===== config.mk =====
export PLATFORM = sky130hd
export DESIGN_NAME = adc_sequencer
export DESIGN_NICKNAME = d
export VERILOG_FILES = /design/src/rtl/adc_sequencer.sv
export SDC_FILE = /design/constraint.sdc
export NUM_CORES = 1
export LEC_CHECK = 0
export CAP_MARGIN = 20
export CORE_MARGIN = 2
export CORE_UTILIZATION = 55
export DETAILED_ROUTE_END_ITERATION = 6
export GPL_TIMING_DRIVEN = 0
export PLACE_DENSITY_LB_ADDON = 0.05
export SYNTH_ARGS = -nofsm -noshare
export SYNTH_HDL_FRONTEND = slang
export SYNTH_SLANG_ARGS = --single-unit

===== constraint.sdc =====
create_clock -name clk -period 6.6 [get_ports clk]
set_input_delay 0.66 -clock clk [delete_from_list [all_inputs] [get_ports clk]]
set_output_delay 0.66 -clock clk [all_outputs]
set_load 0.02 [all_outputs]

===== src/rtl/adc_sequencer.sv =====
// Round-robin ADC command issuer with per-channel power-of-two averaging and a
// first-word-fall-through output FIFO. Define ADC_SEQUENCER_PEAK_EN to report per-window peaks.
module adc_sequencer #(
    parameter int NUM_CHANNELS    = 4,
    parameter int FIRST_CHANNEL   = 1,
    parameter int AVG_LOG2        = 4,
    parameter int FIFO_DEPTH_LOG2 = 3
) (
    input  logic        clk,
    input  logic        rst,
    output logic        command_valid_out,
    output logic [4:0]  command_channel_out,
    output logic        command_startofpacket_out,
    output logic        command_endofpacket_out,
    input  logic        command_ready_in,
    input  logic        response_valid_in,
    input  logic [4:0]  response_channel_in,
    input  logic [11:0] response_data_in,
    output logic [31:0] adc_out,
    output logic        adc_stb_out,
    input  logic        adc_ack_in,
    output logic        overflow_out
);

    localparam int IDX_W = (NUM_CHANNELS > 1) ? $clog2(NUM_CHANNELS) : 1;
    localparam int ACC_W = 12 + AVG_LOG2;
    localparam int CNT_W = AVG_LOG2 + 1;
    localparam int PTR_W = FIFO_DEPTH_LOG2;
    localparam int OCC_W = FIFO_DEPTH_LOG2 + 1;
    localparam int DEPTH = 1 << FIFO_DEPTH_LOG2;
    localparam logic [CNT_W-1:0] CNT_LAST = CNT_W'((1 << AVG_LOG2) - 1);
    localparam logic [IDX_W-1:0] IDX_LAST = IDX_W'(NUM_CHANNELS - 1);

    // ---------------- command side ----------------
    logic             cmd_valid_q;
    logic [IDX_W-1:0] idx_q, idx_d;

    always_comb begin
        idx_d = idx_q;
        if (cmd_valid_q && command_ready_in) begin
            idx_d = (idx_q == IDX_LAST) ? '0 : idx_q + IDX_W'(1);
        end
    end

    always_ff @(posedge clk or posedge rst) begin
        if (rst) begin
            cmd_valid_q <= 1'b0;
            idx_q       <= '0;
        end else begin
            cmd_valid_q <= 1'b1;
            idx_q       <= idx_d;
        end
    end

    assign command_valid_out         = cmd_valid_q;
    assign command_channel_out       = 5'(FIRST_CHANNEL) + 5'(idx_q);
    assign command_startofpacket_out = (idx_q == '0);
    assign command_endofpacket_out   = (idx_q == IDX_LAST);

    // ---------------- response accumulation ----------------
    // Borrow out of the subtraction lands in bit 5, so one compare covers both range ends.
    logic [5:0]       rsp_off;
    logic             rsp_use;
    logic [IDX_W-1:0] rsp_idx;
    logic [ACC_W-1:0] sum;
    logic [ACC_W-1:0] sum_shift;
    logic             complete;
    logic [11:0]      word_peak;
    logic [31:0]      word;

    logic [ACC_W-1:0] acc_q [NUM_CHANNELS];
    logic [CNT_W-1:0] cnt_q [NUM_CHANNELS];

    assign rsp_off   = {1'b0, response_channel_in} - 6'(FIRST_CHANNEL);
    assign rsp_use   = response_valid_in && (rsp_off < 6'(NUM_CHANNELS));
    assign rsp_idx   = rsp_off[IDX_W-1:0];
    assign sum       = acc_q[rsp_idx] + ACC_W'(response_data_in);
    assign sum_shift = sum >> AVG_LOG2;
    assign complete  = rsp_use && (cnt_q[rsp_idx] == CNT_LAST);

`ifdef ADC_SEQUENCER_PEAK_EN
    logic [11:0] peak_q [NUM_CHANNELS];
    logic [11:0] peak_new;

    assign peak_new  = (response_data_in > peak_q[rsp_idx]) ? response_data_in : peak_q[rsp_idx];
    assign word_peak = peak_new;
`else
    assign word_peak = 12'd0;
`endif

    assign word = {response_channel_in, 1'b0, 2'b00, word_peak, sum_shift[11:0]};

    generate
        for (genvar gi = 0; gi < NUM_CHANNELS; gi++) begin : g_chan
            logic hit;
            assign hit = rsp_use && (rsp_idx == IDX_W'(gi));

            always_ff @(posedge clk or posedge rst) begin
                if (rst) begin
                    acc_q[gi] <= '0;
                    cnt_q[gi] <= '0;
                end else if (hit) begin
                    acc_q[gi] <= complete ? '0 : sum;
                    cnt_q[gi] <= complete ? '0 : cnt_q[gi] + CNT_W'(1);
                end
            end

`ifdef ADC_SEQUENCER_PEAK_EN
            always_ff @(posedge clk or posedge rst) begin
                if (rst) begin
                    peak_q[gi] <= '0;
                end else if (hit) begin
                    peak_q[gi] <= complete ? 12'd0 : peak_new;
                end
            end
`endif
        end
    endgenerate

    // Completed word is staged one cycle before entering the FIFO.
    logic        push_q;
    logic [31:0] push_word_q;

    always_ff @(posedge clk or posedge rst) begin
        if (rst) begin
            push_q      <= 1'b0;
            push_word_q <= '0;
        end else begin
            push_q <= complete;
            if (complete) begin
                push_word_q <= word;
            end
        end
    end

    // ---------------- output FIFO ----------------
    logic [31:0]      mem [DEPTH];
    logic [PTR_W-1:0] wr_ptr_q, rd_ptr_q;
    logic [OCC_W-1:0] occ_q, occ_d;
    logic             ovf_q, ovf_d;
    logic             empty, full, pop, wr, drop;

    assign empty = (occ_q == '0);
    assign full  = (occ_q == OCC_W'(DEPTH));
    assign pop   = !empty && adc_ack_in;
    assign wr    = push_q && (!full || pop);
    assign drop  = push_q && full && !pop;

    always_comb begin
        occ_d = occ_q;
        if (wr && !pop) begin
            occ_d = occ_q + OCC_W'(1);
        end else if (pop && !wr) begin
            occ_d = occ_q - OCC_W'(1);
        end
        ovf_d = ovf_q;
        if (drop) begin
            ovf_d = 1'b1;
        end else if (pop) begin
            ovf_d = 1'b0;
        end
    end

    always_ff @(posedge clk or posedge rst) begin
        if (rst) begin
            wr_ptr_q <= '0;
            rd_ptr_q <= '0;
            occ_q    <= '0;
            ovf_q    <= 1'b0;
        end else begin
            if (wr) begin
                wr_ptr_q <= wr_ptr_q + PTR_W'(1);
            end
            if (pop) begin
                rd_ptr_q <= rd_ptr_q + PTR_W'(1);
            end
            occ_q <= occ_d;
            ovf_q <= ovf_d;
        end
    end

    always_ff @(posedge clk) begin
        if (wr) begin
            mem[wr_ptr_q] <= push_word_q;
        end
    end

    assign adc_stb_out  = !empty;
    assign adc_out      = empty ? 32'd0 : (mem[rd_ptr_q] | {5'd0, ovf_q, 26'd0});
    assign overflow_out = ovf_q;

endmodule


Word level (Yosys, flattened, before mapping)
Memory sizes are Yosys's and may differ from the RTL's.
Cells that the tools add are included.

word-level totals
  word-level logic and storage cells = 81
  register bits after elaboration = 116
  bits in writable memories = 136
  memories kept = 1

cells by class
  equality and inequality tests = 6
  multiplexer cells = 19
  reduce and logical (&&, ||, !) cells = 23
  bitwise gates (word level) = 2
  $add $sub $neg = 12
  $lt $le $gt $ge = 2

memory list
  memory  depth  width  read ports  clocked after memory_dff  wr ports  line  RTL
  mem     8      17     1           0                         1         137   logic [31:0] mem [DEPTH];

operators by type and width
  kind                   count
  $mux W16               3
  $bmux W16 S2           1
  $mux W32               1
  $or A32 B27 Y32        1
  $mux W5                6
  $add A5 B1 Y5 const B  4
  $add A16 B12 Y16       1
  $logic_and A1 B1 Y1    13
  $bmux W5 S2            1
  $mux W4                2
  $add A3 B1 Y3 const B  2
  $eq A2 B2 Y1 const B   3
  $lt A6 B3 Y1 const B   1
  $sub A5 B1 Y6 const B  1
  $eq A5 B4 Y1 const B   1
  $add A4 B1 Y4 const B  1
  $eq A4 B4 Y1 const B   1
  $logic_not A1 Y1       4
  $logic_not A2 Y1       2
  $logic_not A4 Y1       1
  $mux W1                4
  $reduce_bool A2 Y1     2
  $sub A4 B1 Y4 const B  1
  $add A1 B2 Y3 const A  1
  6 further kinds        6

Depth between registers and ports, before layout
Gate-level depths: netlist (run 1).

  depth after elaboration = 9
  depth in mapped cells = 14
  mapped depth without buffers = 12

Least setup slack after synthesis (run 1)
No wires, ideal clock.

  path kind = input -> register
  from = input port response_channel_in[0]
  to = register acc_q[10] (netlist name)
  setup slack = 2.737 ns
  data arrival time = 3.719 ns
  path buffers = 3
  cell stages on the path = 13
  required time = 6.457 ns
  cells stage by stage = buf_6 inv_2 ha_1 buf_4 buf_2 mux4_2 ha_1 a21oi_1 nand2_1 o21ai_1 a21oi_1 a2111oi_2 o21ai_0

on the way
  word-level cells in the longest chain between the ends = 8
  elaborated cells between the ends (all ways) = 16

RTL lines
  element                                                                   line  RTL
  start: declaration                                                        17    input logic [4:0] response_channel_in,
  $sub A5 B1 Y6 *                                                           74    assign rsp_off = {1'b0, response_channel_in} - 6'(FIRST_CHANNEL);
  parallel branches: the longest is 7 deep, another holds $add A16 B12 Y16  -
  end signal: indexed assignment                                            103   acc_q[gi] <= complete ? '0 : sum;
  end: declaration                                                          71    logic [ACC_W-1:0] acc_q [NUM_CHANNELS];

Every way passes the cells marked *. The select of a mux whose other input is x is not followed.
A chain may end at the register's enable or synchronous reset.

Final worst setup path (run 1)
Ends and elaborated chain as after synthesis.

==> results of run 1 <==
final timing paths:
check                                        from           to  slack [ns]  cells past startpoint
setup / recovery           response_channel_in[0]    acc_q[10]        1.76                     14
hold / removal                          acc_q[29]    acc_q[29]        0.48                      2
setup reg to reg                        acc_q[48]    acc_q[10]        3.39                     10
hold reg to reg                         acc_q[29]    acc_q[29]        0.48                      2
max in group asynchronous                     rst     cnt_q[5]        5.24                      3
min in group asynchronous                     rst  rd_ptr_q[2]        0.62                      2
state kept, by name, indices dropped and copies added, names as in the netlist, 2 cells and up:
register	cells
wr_ptr_q	3
idx_q	2
rd_ptr_q	3
occ_q	4
cnt_q	20
push_word_q	17
acc_q	64
mem	136
worst min-delay path, cell delays in order, from the launching register on:
cell and delay (ns):
dfrtp_1 0.34, nand2_1 0.05, o31ai_1 0.06
power by group through the flow:
stage / clock, mW / sequential, mW / combinational [mW]
6_report: 1.53 / 2.17 / 1.70
5_1_grt: 1.63 / 2.20 / 1.85
4_1_cts: 1.56 / 2.16 / 1.71
3_5_place_dp: 0 / 2.19 / 1.70
3_3_place_gp: 0 / 2.16 / 1.63
2_1_floorplan: 0 / 2.12 / 1.19
cell usage in the layout (no fill, tap or decap), types with 8 or more instances in the layout:
cell             count
nand3_1             19
nor3_1              10
a22o_1              17
mux2i_1             17
nand2_1            107
a21o_1              10
nor2_1              31
o31ai_1             24
conb_1              17
inv_1               14
a21oi_1             17
xnor2_1             13
clkbuf_1            27
clkdlybuf4s50_1     47
o21ai_0             50
dfrtp_1            116
edfxtp_1           136
buf_4               20
mux4_2              50
mux2_2               9
clkbuf_16           26
ha_1                28
buf_8                8
area by class of cell:
cell class / count / share of cell area
well taps: 270 / 0.0256
flip-flops and latches: 252 / 0.530
clock buffers: 34 / 0.0547
multi-input cells: 493 / 0.300
repair buffers: 57 / 0.0475
clock inverters: 14 / 0.0142
plain buffers: 54 / 0.0229
inverters: 17 / 0.00503
layer usage:
layer  vias to the layer above  global-route usage  wire length, um
met2                       185               0.442            13500
met4                         0              0.0515              468
met5                         -                   0                0
met1                      3528               0.303            10000
met3                        38              0.0363             1160
li1                       3158                   -                -
metrics by stage:
step,hold WS (ns),instance area [um^2]
2_1_floorplan,0.443,11300
4_1_cts,0.479,13200
5_1_grt,0.506,13200
6_report,0.480,13200
3_5_place_dp,0.467,12300
3_3_place_gp,0.453,12100
kinds of logic (layout without fill, tap and decap cells):
logic type | after synthesis | in the layout | share of synthesized area
other | 2 | 17 | 0.000669
XOR/XNOR | 16 | 16 | 0.0125
AO/OA/AOI/OAI | 139 | 139 | 0.0836
multiplexers | 79 | 79 | 0.128
flip-flops | 252 | 252 | 0.623
buffers and inverters | 71 | 176 | 0.0326
adder cells (fa/ha/maj) | 30 | 30 | 0.0348
AND/OR/NAND/NOR | 212 | 212 | 0.0858
==> impl_metrics.env, run 1 <==
export IMPL_slew_viol_final=0
export IMPL_ys_seq_elements=252
export IMPL_synthFlopType="edfxtp_1"
export IMPL_diodes=0
export IMPL_fin_cells=1191
export IMPL_die_area_um2=21600
export IMPL_p_comb_frac=0.315
export IMPL_numCtsBuffers=26
export IMPL_pre_cts_ws_ns=1.23
export IMPL_grt_pass1_wl_um=39800
export IMPL_critPathRequiredTime_ns=6.98
export IMPL_rsz0062_at_grt="no"
export IMPL_drtAntennaViolNets=0
export IMPL_core_area_um2=20100
export IMPL_antenna_found_initial=0
export IMPL_post_cts_setup_buffer_count=0
export IMPL_peakVddDrop_uv=227
export IMPL_critPathMaxStageDelay_ns=0.69
export IMPL_detailed_place_hpwl_um=17800
export IMPL_p_int_mw=3.67
export IMPL_p_seq_frac=0.402
export IMPL_synth_distinct_cells=57
export IMPL_synth_top_area_cell="edfxtp_1"
export IMPL_seq_area_um2=6990
export IMPL_htreeDepth=1
export IMPL_fillers=1464
export IMPL_grt_ovfl_total=0
export IMPL_layout_drive_gt1_share=0.175
export IMPL_power_mw=5.39
export IMPL_netlist_area_leader_share=0.364
export IMPL_power_switching_mw=1.72
export IMPL_cp_num_buf_inv=5
export IMPL_startpoint_type="input pin"
export IMPL_fp_dieW_um=147
export IMPL_cp_top_family="compound AO/OA/AOI/OAI gates"
export IMPL_slew_headroom=0.329
export IMPL_vias_per_cell=5.80
export IMPL_cts_resized=0
export IMPL_cts_root_buf="clkbuf_16"
export IMPL_crit_slowest_cell="a2111oi_2"
export IMPL_final_nets=953
export IMPL_period_share=0.733
export IMPL_fin_worst_skew_ns=0.0107
export IMPL_p_leak_nw=5.24
export IMPL_io_pins=64
export IMPL_synth_area_per_cell_um2=14.0
export IMPL_cts_hold_buffers_added=0
export IMPL_wire_per_inst_um=21.1
export IMPL_p_sw_frac=0.320
export IMPL_remaining_drc_errors=0
export IMPL_drtIter0Drc=593
export IMPL_cp_max_fo=10
export IMPL_grt_max_degree=60
export IMPL_tns_ns=0
export IMPL_period_needed_ns=4.84
export IMPL_pwr_share_clk=0.284
export IMPL_crit_path_cell_trace="clkdlybuf4s50_1 > buf_6 > inv_2 > ha_1 > buf_4 > buf_2 > mux4_2 > ha_1 > a21oi_1 > nand2_1 > o21ai_1 > a21oi_1 > a2111oi_2 > o21ai_0"
export IMPL_wl_um=25100
export IMPL_synthTopCellsByCount="edfxtp_1 (136), dfrtp_1 (116), nand2_1 (107)"
export IMPL_syn_inst=801
export IMPL_yosysMostFrequentCell="edfxtp_1"
export IMPL_setup_violations=0
export IMPL_utilization=0.656
export IMPL_synth_area_um2=11200
export IMPL_outcome="completed"
export IMPL_drv_cap=0
export IMPL_syn2layout_area_growth_pct=17.4
export IMPL_path_class="input pin to flop"
export IMPL_initial_core_util=0.558
export IMPL_synth_edff_count=136
export IMPL_rows=52
export IMPL_worst_hold_path_type="flop to flop"
export IMPL_fin_ws_ns=1.76
export IMPL_track_usage=0.240
export IMPL_tritoncts="done"
export IMPL_worst_slew_pin_slew_ns=1.01
export IMPL_worstPathArrival_ns=5.21
export IMPL_dp_cells=1142
export IMPL_cts_sinks=252
export IMPL_clockBufferDepth=3
export IMPL_synth_async_sr_flop_share=0.460
export IMPL_seq_area_frac_synth=0.623
export IMPL_power_density_nw_per_um2=409
export IMPL_clock_latency_ns=0.53
export IMPL_timing_fmax_mhz=207
export IMPL_clk_pin_slew_ns=0.06
export IMPL_route_vias_total=6909
export IMPL_synthTopCellsByArea="edfxtp_1 (36%), dfrtp_1 (26%), mux4_2 (10%)"
export IMPL_yosysWarnings=0
export IMPL_drt_pass1_iterations=5
export IMPL_port_buffers=47
export IMPL_multi_input_area_um2=3950
export IMPL_die_y_um=147
export IMPL_gp_congestion=0.869
export IMPL_grt_pass1_vias=7226
export IMPL_cp_end_kind="flop"
export IMPL_final_hold_violation_count=0
(Power assumes the default switching activity.)
==> run 2, diff against run 1 <==
==> constraint.sdc (replaced) <==
create_clock -name clk -period 4.6 [get_ports clk]
set_input_delay 0.46 -clock clk [delete_from_list [all_inputs] [get_ports clk]]
set_output_delay 0.46 -clock clk [all_outputs]
set_load 0.02 [all_outputs]
==> impl_metrics.env, run 2 (synthesis gave the netlist of run 1 again) <==
export IMPL_fin_cells=1190
export IMPL_grt_met1_usage=0.303
export IMPL_vias_per_cell=5.78
export IMPL_fp_dieW_um=147
export IMPL_layout_drive_gt1_share=0.175
export IMPL_peakVddDrop_uv=326
export IMPL_drtAntennaViolNets=0
export IMPL_final_hold_violation_count=0
export IMPL_slew_viol_final=0
export IMPL_critPathRequiredTime_ns=4.97
export IMPL_io_pins=64
export IMPL_final_nets=952
export IMPL_numCtsBuffers=26
export IMPL_grt_max_degree=60
export IMPL_mostFrequentLayoutCells="edfxtp_1 (136), dfrtp_1 (116), nand2_1 (107)"
export IMPL_placed_area_um2=12300
export IMPL_cp_top_family="buffers and inverters"
export IMPL_gp_congestion=0.869
export IMPL_cp_num_buf_inv=5
export IMPL_rows=52
export IMPL_clockBufferDepth=3
export IMPL_drv_cap=0
export IMPL_clock_latency_ns=0.53
export IMPL_power_density_nw_per_um2=587
export IMPL_outcome="completed"
export IMPL_core_area_um2=20100
export IMPL_largest_registers="mem x136, acc_q x64, cnt_q x20"
export IMPL_remaining_drc_errors=0
export IMPL_grt_ovfl_total=0
export IMPL_htreeDepth=1
export IMPL_utilization=0.656
export IMPL_initial_core_util=0.558
export IMPL_detailed_place_hpwl_um=17800
export IMPL_cp_end_kind="flop"
export IMPL_antenna_found_initial=0
export IMPL_grtUsageMet2=0.444
export IMPL_startpoint_type="input pin"
export IMPL_diodes=0
export IMPL_period_needed_ns=4.23
export IMPL_pre_cts_ws_ns=-0.573
export IMPL_critPathMaxStageDelay_ns=0.60
export IMPL_fin_ws_ns=0.369
export IMPL_route_vias_total=6877
export IMPL_syn2layout_area_growth_pct=17.6
export IMPL_dp_cells=1142
export IMPL_regMostFlops="mem"
export IMPL_rsz0062_at_grt="no"
export IMPL_tritoncts="done"
export IMPL_path_class="input pin to flop"
export IMPL_fin_area_um2=13200
export IMPL_grt_pass1_vias=7223
export IMPL_port_buffers=47
export IMPL_die_y_um=147
export IMPL_crit_path_cell_trace="clkdlybuf4s50_1 > buf_6 > inv_2 > ha_1 > buf_4 > mux4_2 > ha_1 > inv_1 > fa_1 > nand2b_1 > a21oi_1 > o21ai_1 > o21bai_1 > xnor2_1 > o21ai_0"
export IMPL_worst_slew_pin_slew_ns=1.01
export IMPL_worstPathArrival_ns=4.60
export IMPL_period_share=0.920
export IMPL_worst_hold_path_type="input pin to async pin"
export IMPL_grt_pass1_wl_um=39900
export IMPL_timing_fmax_mhz=236
export IMPL_clk_pin_slew_ns=0.06
export IMPL_power_mw=7.75
export IMPL_wire_per_inst_um=21.1
export IMPL_wl_um=25100
export IMPL_fin_worst_skew_ns=0.0102
export IMPL_cts_sinks=252
export IMPL_p_leak_nw=5.24
export IMPL_cts_root_buf="clkbuf_16"
export IMPL_layout_commonest_cell="edfxtp_1"
export IMPL_grtUsageMet3=0.0363
export IMPL_track_usage=0.240
export IMPL_crit_path_frequent_cell="ha_1"
export IMPL_crit_slowest_cell="clkdlybuf4s50_1"
export IMPL_largest_register_ffs=136
export IMPL_grt_busiest_layer="met2"
export IMPL_cp_max_fo=18
export IMPL_slew_headroom=0.328
export IMPL_drt_pass1_iterations=5
export IMPL_die_area_um2=21600
export IMPL_drtIter0Drc=582
export IMPL_setup_violations=0
run 2: cell count changes in the layout (fill, tap and decap cells not counted):
| cell | change |
|---|---|
| xnor2_1 | -1 |
| a2111oi_4 | +1 |
| xnor2_2 | +1 |
| a2111oi_2 | -1 |
| buf_2 | -1 |
run 2: path summary, 6_finish.rpt:
kind                                        startpoint        end  slack, ns  cells after the start
worst max register to register               acc_q[48]  acc_q[12]       1.55                     10
worst min-delay path                               rst  acc_q[52]       0.42                      2
worst min register to register               acc_q[29]  acc_q[29]       0.48                      2
min in group clk                             acc_q[29]  acc_q[29]       0.48                      2
max in group asynchronous                          rst   cnt_q[5]       3.44                      3
worst max-delay path            response_channel_in[0]  acc_q[12]       0.37                     15
run 2: routing by layer:
layer / vias to the layer above / wire [um] / share of wire
met5: - / 0 / 0
met4: 0 / 402 / 0.016
met3: 30 / 1400 / 0.056
met2: 184 / 13400 / 0.54
met1: 3502 / 9860 / 0.39
li1: 3161 / - / -
run 2: stage by stage:
step | hold slack, ns | TNS (ns)
2_1_floorplan | 0.443 | 0
3_3_place_gp | 0.453 | -49.89
3_5_place_dp | 0.467 | -9.71
4_1_cts | 0.434 | 0
5_1_grt | 0.464 | 0
6_report | 0.418 | 0
run 2: power by group:
group / total, mW / switching (mW) / internal, mW / leakage, nW
registers: 3.11 / 0.301 / 2.81 / 2.73
logic: 2.44 / 1.31 / 1.13 / 2.06
clock network: 2.20 / 0.865 / 1.33 / 0.449
run 2: cell type report:
class	instances	area (um^2)
Inverter	17	66.3
Clock inverter	14	188
Buffer	53	297
Sequential cell	252	6990
Clock buffer	34	721
Multi-Input combinational cell	493	3970
Timing Repair Buffer	57	626
Fill cell	1461	6910
Tap cell	270	338
run 2: what timing repair did:
action                     in CTS  in global routing
gates cloned                    0                  0
setup endpoints to repair       1                 20
buffers inserted                0                  0
hold buffers                    0                  0
gates resized for setup         1                  1
pin swaps                       0                  0
==> run 3, diff against run 2 <==
--- a/config.mk
+++ b/config.mk
@@ -10,6 +10,7 @@
 export CORE_UTILIZATION = 55
 export DETAILED_ROUTE_END_ITERATION = 6
 export GPL_TIMING_DRIVEN = 0
+export HOLD_SLACK_MARGIN = 0.06
 export PLACE_DENSITY_LB_ADDON = 0.05
 export SYNTH_ARGS = -nofsm -noshare
 export SYNTH_HDL_FRONTEND = slang
==> constraint.sdc (replaced) <==
create_clock -name clk -period 4.6 [get_ports clk]
set_input_delay 0.46 -clock clk [delete_from_list [all_inputs] [get_ports clk]]
set_output_delay 0.46 -clock clk [all_outputs]
set_load 0.01 [all_outputs]
==> results of run 3 <==
The final DEF is identical to that of run 2. Status: completed.
Main changes from that run: total power 7.75 mW -> 7.63 mW
